[config.mk]
export PLATFORM = sky130hd
export DESIGN_NAME = motor_pulse_driver
export DESIGN_NICKNAME = d
export VERILOG_FILES = /design/src/rtl/motor_pulse_driver_pkg.sv /design/src/rtl/motor_pulse_driver_axis.sv /design/src/rtl/motor_pulse_driver.sv
export SDC_FILE = /design/constraint.sdc
export NUM_CORES = 1
export LEC_CHECK = 0
export ABC_CLOCK_PERIOD_IN_PS = 3600
export CORE_MARGIN = 2
export CORE_UTILIZATION = 60
export DETAILED_ROUTE_END_ITERATION = 12
export PLACE_DENSITY = 0.84
export SLEW_MARGIN = 40
export SYNTH_ARGS = -nofsm -noshare
export SYNTH_HDL_FRONTEND = slang
export SYNTH_SLANG_ARGS = --single-unit
[constraint.sdc]
create_clock -name clk -period 3.6 [get_ports clk]
set_input_delay 0.36 -clock clk [delete_from_list [all_inputs] [get_ports clk]]
set_output_delay 0.36 -clock clk [all_outputs]
set_load 0.01 [all_outputs]
[src/rtl/motor_pulse_driver_pkg.sv]
// Shared types and constants for the motor pulse driver slice.
package Motor_PKG;

  typedef enum logic [1:0] {
    IDLE,
    SETUP,
    RUN,
    FIN
  } motor_state_t;

  localparam int unsigned MOTOR_T_HIGH   = 2;
  localparam int unsigned MOTOR_T_PERIOD = 4;

  // Level driven on dir_* when the requested count is negative.
  localparam logic MOTOR_DIR_NEG = 1'b1;

endpackage

[src/rtl/motor_pulse_driver_axis.sv]
// Single-axis step generator: emits `count` pulses of T_HIGH high /
// (T_PERIOD-T_HIGH) low, starting the cycle after `start`.
module motor_axis_pulser #(
  parameter int unsigned CNT_BITS = 8,
  parameter int unsigned T_HIGH   = 2,
  parameter int unsigned T_PERIOD = 4
) (
  input  logic                clk,
  input  logic                reset,
  input  logic                start,
  input  logic [CNT_BITS-1:0] count,
  output logic                step,
  output logic                finished
);

  localparam int unsigned TW = $clog2(T_PERIOD);
  localparam logic [TW-1:0] LP_HIGH = TW'(T_HIGH);
  localparam logic [TW-1:0] LP_LAST = TW'(T_PERIOD - 1);

  logic                r_active;
  logic [CNT_BITS-1:0] r_left;
  logic [TW-1:0]       r_tmr;
  logic                w_last_cycle;
  logic                w_last_pulse;

  assign w_last_cycle = (r_tmr == LP_LAST);
  assign w_last_pulse = (r_left == CNT_BITS'(1));

  // Pulse/phase counters: load on start, count down whole periods, stop at zero.
  always_ff @(posedge clk) begin
    if (reset) begin
      r_active <= 1'b0;
      r_left   <= '0;
      r_tmr    <= '0;
    end else if (start) begin
      r_active <= (count != '0);
      r_left   <= count;
      r_tmr    <= '0;
    end else if (r_active) begin
      if (w_last_cycle) begin
        r_tmr  <= '0;
        r_left <= r_left - 1'b1;
        if (w_last_pulse) begin
          r_active <= 1'b0;
        end
      end else begin
        r_tmr <= r_tmr + 1'b1;
      end
    end
  end

  assign step = r_active && (r_tmr < LP_HIGH);

  // Reported during the final low cycle so the controller can leave RUN on
  // the same edge that ends the last period.
  assign finished = !r_active || (w_last_pulse && w_last_cycle);

endmodule

[src/rtl/motor_pulse_driver.sv]
// Two-axis step/dir driver: accepts one signed X/Y movement per handshake,
// runs both axes concurrently, pulses done when the later axis completes.
module motor_pulse_driver
  import Motor_PKG::*;
#(
  parameter int unsigned PULSE_NUM_X_BITS = 8,
  parameter int unsigned PULSE_NUM_Y_BITS = 8,
  parameter int unsigned T_HIGH           = MOTOR_T_HIGH,
  parameter int unsigned T_PERIOD         = MOTOR_T_PERIOD
) (
  input  logic                        clk,
  input  logic                        reset,
  input  logic                        trigger,
  input  logic [PULSE_NUM_X_BITS-1:0] pulse_num_x,
  input  logic [PULSE_NUM_Y_BITS-1:0] pulse_num_y,
  output logic                        rdy,
  output logic                        done,
  output logic                        step_x,
  output logic                        dir_x,
  output logic                        step_y,
  output logic                        dir_y
);

  motor_state_t r_state;
  motor_state_t w_next;

  logic [PULSE_NUM_X_BITS-1:0] r_mag_x;
  logic [PULSE_NUM_Y_BITS-1:0] r_mag_y;
  logic                        r_dir_x;
  logic                        r_dir_y;
  logic                        w_neg_x;
  logic                        w_neg_y;
  logic                        w_accept;
  logic                        w_start;
  logic                        w_fin_x;
  logic                        w_fin_y;

  assign w_neg_x  = pulse_num_x[PULSE_NUM_X_BITS-1];
  assign w_neg_y  = pulse_num_y[PULSE_NUM_Y_BITS-1];
  assign w_accept = (r_state == IDLE) && trigger;
  assign w_start  = (r_state == SETUP);

  // State register.
  always_ff @(posedge clk) begin
    if (reset) begin
      r_state <= IDLE;
    end else begin
      r_state <= w_next;
    end
  end

  // Latch magnitudes and directions on the accepting edge so dir is already
  // valid throughout SETUP and holds until the next accepted request.
  always_ff @(posedge clk) begin
    if (reset) begin
      r_mag_x <= '0;
      r_mag_y <= '0;
      r_dir_x <= ~MOTOR_DIR_NEG;
      r_dir_y <= ~MOTOR_DIR_NEG;
    end else if (w_accept) begin
      r_mag_x <= w_neg_x ? ('0 - pulse_num_x) : pulse_num_x;
      r_mag_y <= w_neg_y ? ('0 - pulse_num_y) : pulse_num_y;
      r_dir_x <= w_neg_x ? MOTOR_DIR_NEG : ~MOTOR_DIR_NEG;
      r_dir_y <= w_neg_y ? MOTOR_DIR_NEG : ~MOTOR_DIR_NEG;
    end
  end

  // Next-state logic.
  always_comb begin
    w_next = r_state;
    unique case (r_state)
      IDLE:  if (trigger) w_next = SETUP;
      SETUP: w_next = ((r_mag_x == '0) && (r_mag_y == '0)) ? FIN : RUN;
      RUN:   if (w_fin_x && w_fin_y) w_next = FIN;
      FIN:   w_next = IDLE;
      default: w_next = IDLE;
    endcase
  end

  assign rdy   = (r_state == IDLE);
  assign done  = (r_state == FIN);
  assign dir_x = r_dir_x;
  assign dir_y = r_dir_y;

  motor_axis_pulser #(
    .CNT_BITS (PULSE_NUM_X_BITS),
    .T_HIGH   (T_HIGH),
    .T_PERIOD (T_PERIOD)
  ) u_axis_x (
    .clk      (clk),
    .reset    (reset),
    .start    (w_start),
    .count    (r_mag_x),
    .step     (step_x),
    .finished (w_fin_x)
  );

  motor_axis_pulser #(
    .CNT_BITS (PULSE_NUM_Y_BITS),
    .T_HIGH   (T_HIGH),
    .T_PERIOD (T_PERIOD)
  ) u_axis_y (
    .clk      (clk),
    .reset    (reset),
    .start    (w_start),
    .count    (r_mag_y),
    .step     (step_y),
    .finished (w_fin_y)
  );

endmodule

After elaboration in Yosys (flattened, before gate mapping) --
Cells that the tools add are included.
Storage, ports and cells: bits in registers 42, word-level logic and storage cells 76, output and inout bits 6
Cells by class: $add $sub $neg 6, magnitude comparators 2, equal/unequal tests 9, reductions and logical operators 24, mux-type cells 24
Operator list (count):
- $mux W8 | 8
- $eq A8 B1 Y1 const B | 2
- $logic_not A8 Y1 | 2
- $reduce_bool A8 Y1 | 2
- $sub A1 B8 Y8 const A | 2
- $sub A8 B1 Y8 const B | 2
- $mux W1 | 11
- $eq A2 B2 Y1 const B | 4
- $mux W2 | 4
- $pmux W2 S4 | 1
- $reduce_bool A2 Y1 | 4
- $logic_and A1 B1 Y1 | 7
- $reduce_and A2 Y1 | 3
- $add A2 B1 Y2 const B | 2
- $lt A2 B2 Y1 const B | 2
- $ne A2 B2 Y1 const B | 2
- $eq A2 B1 Y1 const B | 1
- $logic_not A1 Y1 | 2
- $logic_not A2 Y1 | 1
- $logic_or A1 B1 Y1 | 2
- $reduce_or A2 Y1 | 1

Logic depth before layout (Yosys ltp) --
word-level depth 6, mapped depth 8, depth with buffers taken out 7

By module --
A second synthesis with hierarchy kept.
Second synthesis, totals: cell total of the unflattened synthesis 265, area total of the unflattened synthesis 2304.7 um2
By module, submodules not included:
- motor_axis_pulser | area an instance 600.6 um2, instances 2, cells an instance 67
- motor_pulse_driver | area an instance 1103.6 um2, instances 1, cells an instance 131

Least setup slack after synthesis --
Ideal clock, no wire load.
kind register to register, start point register u_axis_y.r_left[2], end point register r_state[0], clock period less this slack 1626 ps, data required time 3514 ps, cell stages (with the launch flop) 6, slack 1974 ps, data arrival time 1541 ps, path through dfxtp_1 -> or4_4 -> nor4_4 -> o2bb2ai_2 -> mux2i_1 -> a211oi_1
On the way: cells in the longest elaborated chain, start to end 6
RTL lines:
- start, declared | line motor_pulse_driver_axis.sv:21 | logic [CNT_BITS-1:0] r_left;
- start signal, assigned | line motor_pulse_driver_axis.sv:37 | r_left <= count;
- start signal, assigned | line motor_pulse_driver_axis.sv:42 | r_left <= r_left - 1'b1;
- $eq A8 B1 Y1 | line motor_pulse_driver_axis.sv:27 | assign w_last_pulse = (r_left == CNT_BITS'(1));
- $logic_and A1 B1 Y1 | line motor_pulse_driver_axis.sv:56 | assign finished = !r_active || (w_last_pulse && w_last_cycle);
- $logic_or A1 B1 Y1 | line motor_pulse_driver_axis.sv:56
- $logic_and A1 B1 Y1 | line motor_pulse_driver.sv:74 | RUN: if (w_fin_x && w_fin_y) w_next = FIN;
- $ne A2 B2 Y1 (no source line)
- $reduce_and A2 Y1 (no source line)
- end signal, assigned | line motor_pulse_driver.sv:48 | r_state <= w_next;
- end, declared | line motor_pulse_driver.sv:24 | motor_state_t r_state;
No other way between the ends. A chain may end at the register's enable or synchronous reset.

Final worst setup path --
start point register r_state[0], end point output port rdy
On the way: cells in the longest elaborated chain, start to end 1
RTL lines:
- $logic_not A2 Y1 | line motor_pulse_driver.sv:80 | assign rdy = (r_state == IDLE);
- end, declared | line motor_pulse_driver.sv:16 | output logic rdy,
No other way between the ends.

==> run metrics <==
Initial Utilization=62.48%; setup bufs post-CTS=0; Slew @ Worst Pin=roughly 480 ps; Yosys reg bits=42; Vias/cell=about 5.6; Final Skew=5.838 ps; hold buffer count at cts=0; Logic pwr share=33.8%; layout cells sized above 1=between 5 and 6%; drt first pass iters=4; Crit path largest cell delay=between 500 and 600 ps; Vert. Die Dim=around 66 um; setup_tns=0 ps; Syn Area/Cell=8.350 um^2; area of the multi-input gates=between 1000 and 1500 um^2; final worst-path setup slack=1642 ps; fin area=2664 um^2; Post-synth ARST share=0%; Synth Net Count=307; H-tree lvl count=2; # placed instances=334; Seq. cell area=840.8 um^2; # nets final=324; crit-path cells=inv_1 > ha_1 > clkdlybuf4s50_1; Clock transition at path regs=70 ps; Net Sw Power=544.3 uW; critical path class=register to primary output; Syn-to-layout area delta=15.58%; Rel. slew slack=67.71%; status=finished clean; CTS-repair resized insts=0; Int Pwr=1.011 mW; DRC errors left=0; final WL=4370 um; minimum clock period=1958 ps; DRT antenna net count=0; final hold violation count=0; Netlist cell types=32; Post-Syn Area=between 2000 and 2500 um^2; Leak Pwr=1.032 nW; # setup viols final=0; vias in the first global route=1853; IO Pins=25; Hold WC Path Type=register to register; crit path DAT=1600 ps; crit end category=primary output; CP max stage cell=clkdlybuf4s50_1; clock tree buffer depth=2; number of synthesized flops with an enable pin=0; routed vias=1906; drt initial violations=roughly 130; Flop pwr share=43.9%; top_reg_cell synth=dfxtp_1; area post-placement=2554 um^2; Switching Share=a little over a third; Seq/Total Area, Yosys=36.48%; TritonCTS clock tree=yes; clock sink count=42; initial antenna violation count=0; DIE AREA=around 4400 um^2; Rows=22; RePlAce Congestion=~0.8; fillers=295; Req. time, crit path=3240 ps; Core ar.=3689 um^2; IO Port Bufs=24; peak supply drop=~0.00043 V; CP Max Fanout=5; worst slack, placed=1720 ps; die width=65.98 um; Tcrit/Tclk final=54.39%; clock root cell=clkbuf_8; Setup crit start kind=register; power density cells=around 580 nW/um^2; first-pass GRT wire length=about 8000 um; Detail Placement HPWL=roughly 3100 um; Slew Limit Fails=0; clock share of power=22.3%; aggregate global routing overflow=0; fin cells=~340; Synth Instances=roughly 280; utilization after layout=72.22%; ANT cells=0; total CTS buffers=5; Max Fclk=510.8 MHz; DR WL/cell=12.78 um; clk_lat worst skew=290 ps; Global Route Usage Sum=23.07%; RSZ-0062 raised after global routing=no; Yosys warning total=0; max cap viols=0; largest net degree at the start of global routing=34
worst max-delay path, delay by kind of cell (launching register included):
family                   cells  cell delay (ps)
buffers and inverters        2              710
flip-flops                   1              360
adder cells (fa/ha/maj)      1              240
power groups by stage:
stage	Combinational [mW]	Sequential, mW	Clock [mW]
floorplan	0.418	0.645	0
global placement	0.501	0.686	0
detailed placement	0.517	0.691	0
CTS	0.530	0.681	0.349
global route	0.593	0.701	0.369
finish	0.525	0.683	0.346
metal layers:
metal | wire length [um] | vias to the layer above | track usage (%)
met4 | 34 | 0 | 5.612
met2 | 2112 | 63 | 38.13
li1 | - | 988 | -
met1 | 2004 | 851 | 29.91
met5 | 0 | - | 0
met3 | 219 | 4 | 6.303
Yosys cell counts (2+ instances only):
cell	number	area, um^2
nor2b_1	12	75.07
ha_1	12	150.1
nand2b_1	2	12.51
a21oi_1	14	70.07
xnor2_1	8	70.07
dfxtp_1	42	840.8
a311oi_1	3	26.28
clkbuf_1	14	52.55
nand2_1	30	112.6
inv_1	11	41.29
nor2_1	35	131.4
nor4_1	9	56.30
nand4bb_1	2	22.52
mux2i_1	12	120.1
o31ai_1	5	37.54
nand3_1	5	25.02
xor2_1	16	140.1
or3_1	3	18.77
nor4b_1	2	17.52
o21ai_0	5	25.02
buf_2	2	10.01
o21ai_1	2	10.01
a211oi_1	13	97.59
and2_1	2	12.51
nor3_1	8	40.04
final cells by class:
cell class,count,share of cell area (%)
inverter,11,1.550
multi-input combinational,207,51.10
tap,48,2.255
timing repair buffer,26,9.394
sequential,42,31.56
clock buffer,8,4.133
stage by stage:
stage	hold WS, ps	total power, mW
2_1_floorplan	444.8	1.063
3_3_place_gp	457.1	1.188
3_5_place_dp	458.4	1.208
4_1_cts	474.4	1.560
5_1_grt	505.3	1.663
6_report	472.6	1.555
cells in the final DEF, fill, tap and decap left out, types with 2 or more instances in the layout:
cell and n:
or3_1 3, buf_4 2, clkbuf_8 8, o21ai_1 2, a311oi_1 3, nand4bb_1 2, nor4b_1 2, mux2i_1 12
nand3_1 5, nor2_1 35, nor3_1 8, xnor2_1 8, nand2_1 30, dfxtp_1 42, o31ai_1 5, nor4_1 9
ha_1 12, a21oi_1 14, xor2_1 16, clkdlybuf4s50_1 23, inv_1 11, nor2b_1 12, a211oi_1 13, o21ai_0 5
nand2b_1 2
worst paths after layout:
| path | startpoint | end | slack (ps) | cells after the start |
|---|---|---|---|---|
| worst max register to register | u_axis_y.r_left[2] | r_state[1] | 1820 | 5 |
| worst min-delay path | dir_x | dir_x | 470 | 2 |
| worst max-delay path | r_state[0] | rdy | 1640 | 3 |
| worst min register to register | dir_x | dir_x | 470 | 2 |
cell families after synthesis:
logic type	count (synthesis)	share of synthesized area (%)
buffers and inverters	27	4.506
multiplexers	12	5.212
flip-flops	42	36.48
AND/OR/NAND/NOR	114	24.86
AO/OA/AOI/OAI	45	13.30
XOR/XNOR	24	9.120
adder cells (fa/ha/maj)	12	6.514
flip-flops by register name, indices dropped and copies added (netlist names):
| signal | count |
|---|---|
| dir_x | 1 |
| dir_y | 1 |
| r_mag_x | 8 |
| r_mag_y | 8 |
| r_state | 2 |
| u_axis_x.r_active | 1 |
| u_axis_x.r_left | 8 |
| u_axis_x.r_tmr | 2 |
| u_axis_y.r_active | 1 |
| u_axis_y.r_left | 8 |
| u_axis_y.r_tmr | 2 |
Power figures use the tool's default switching activity.
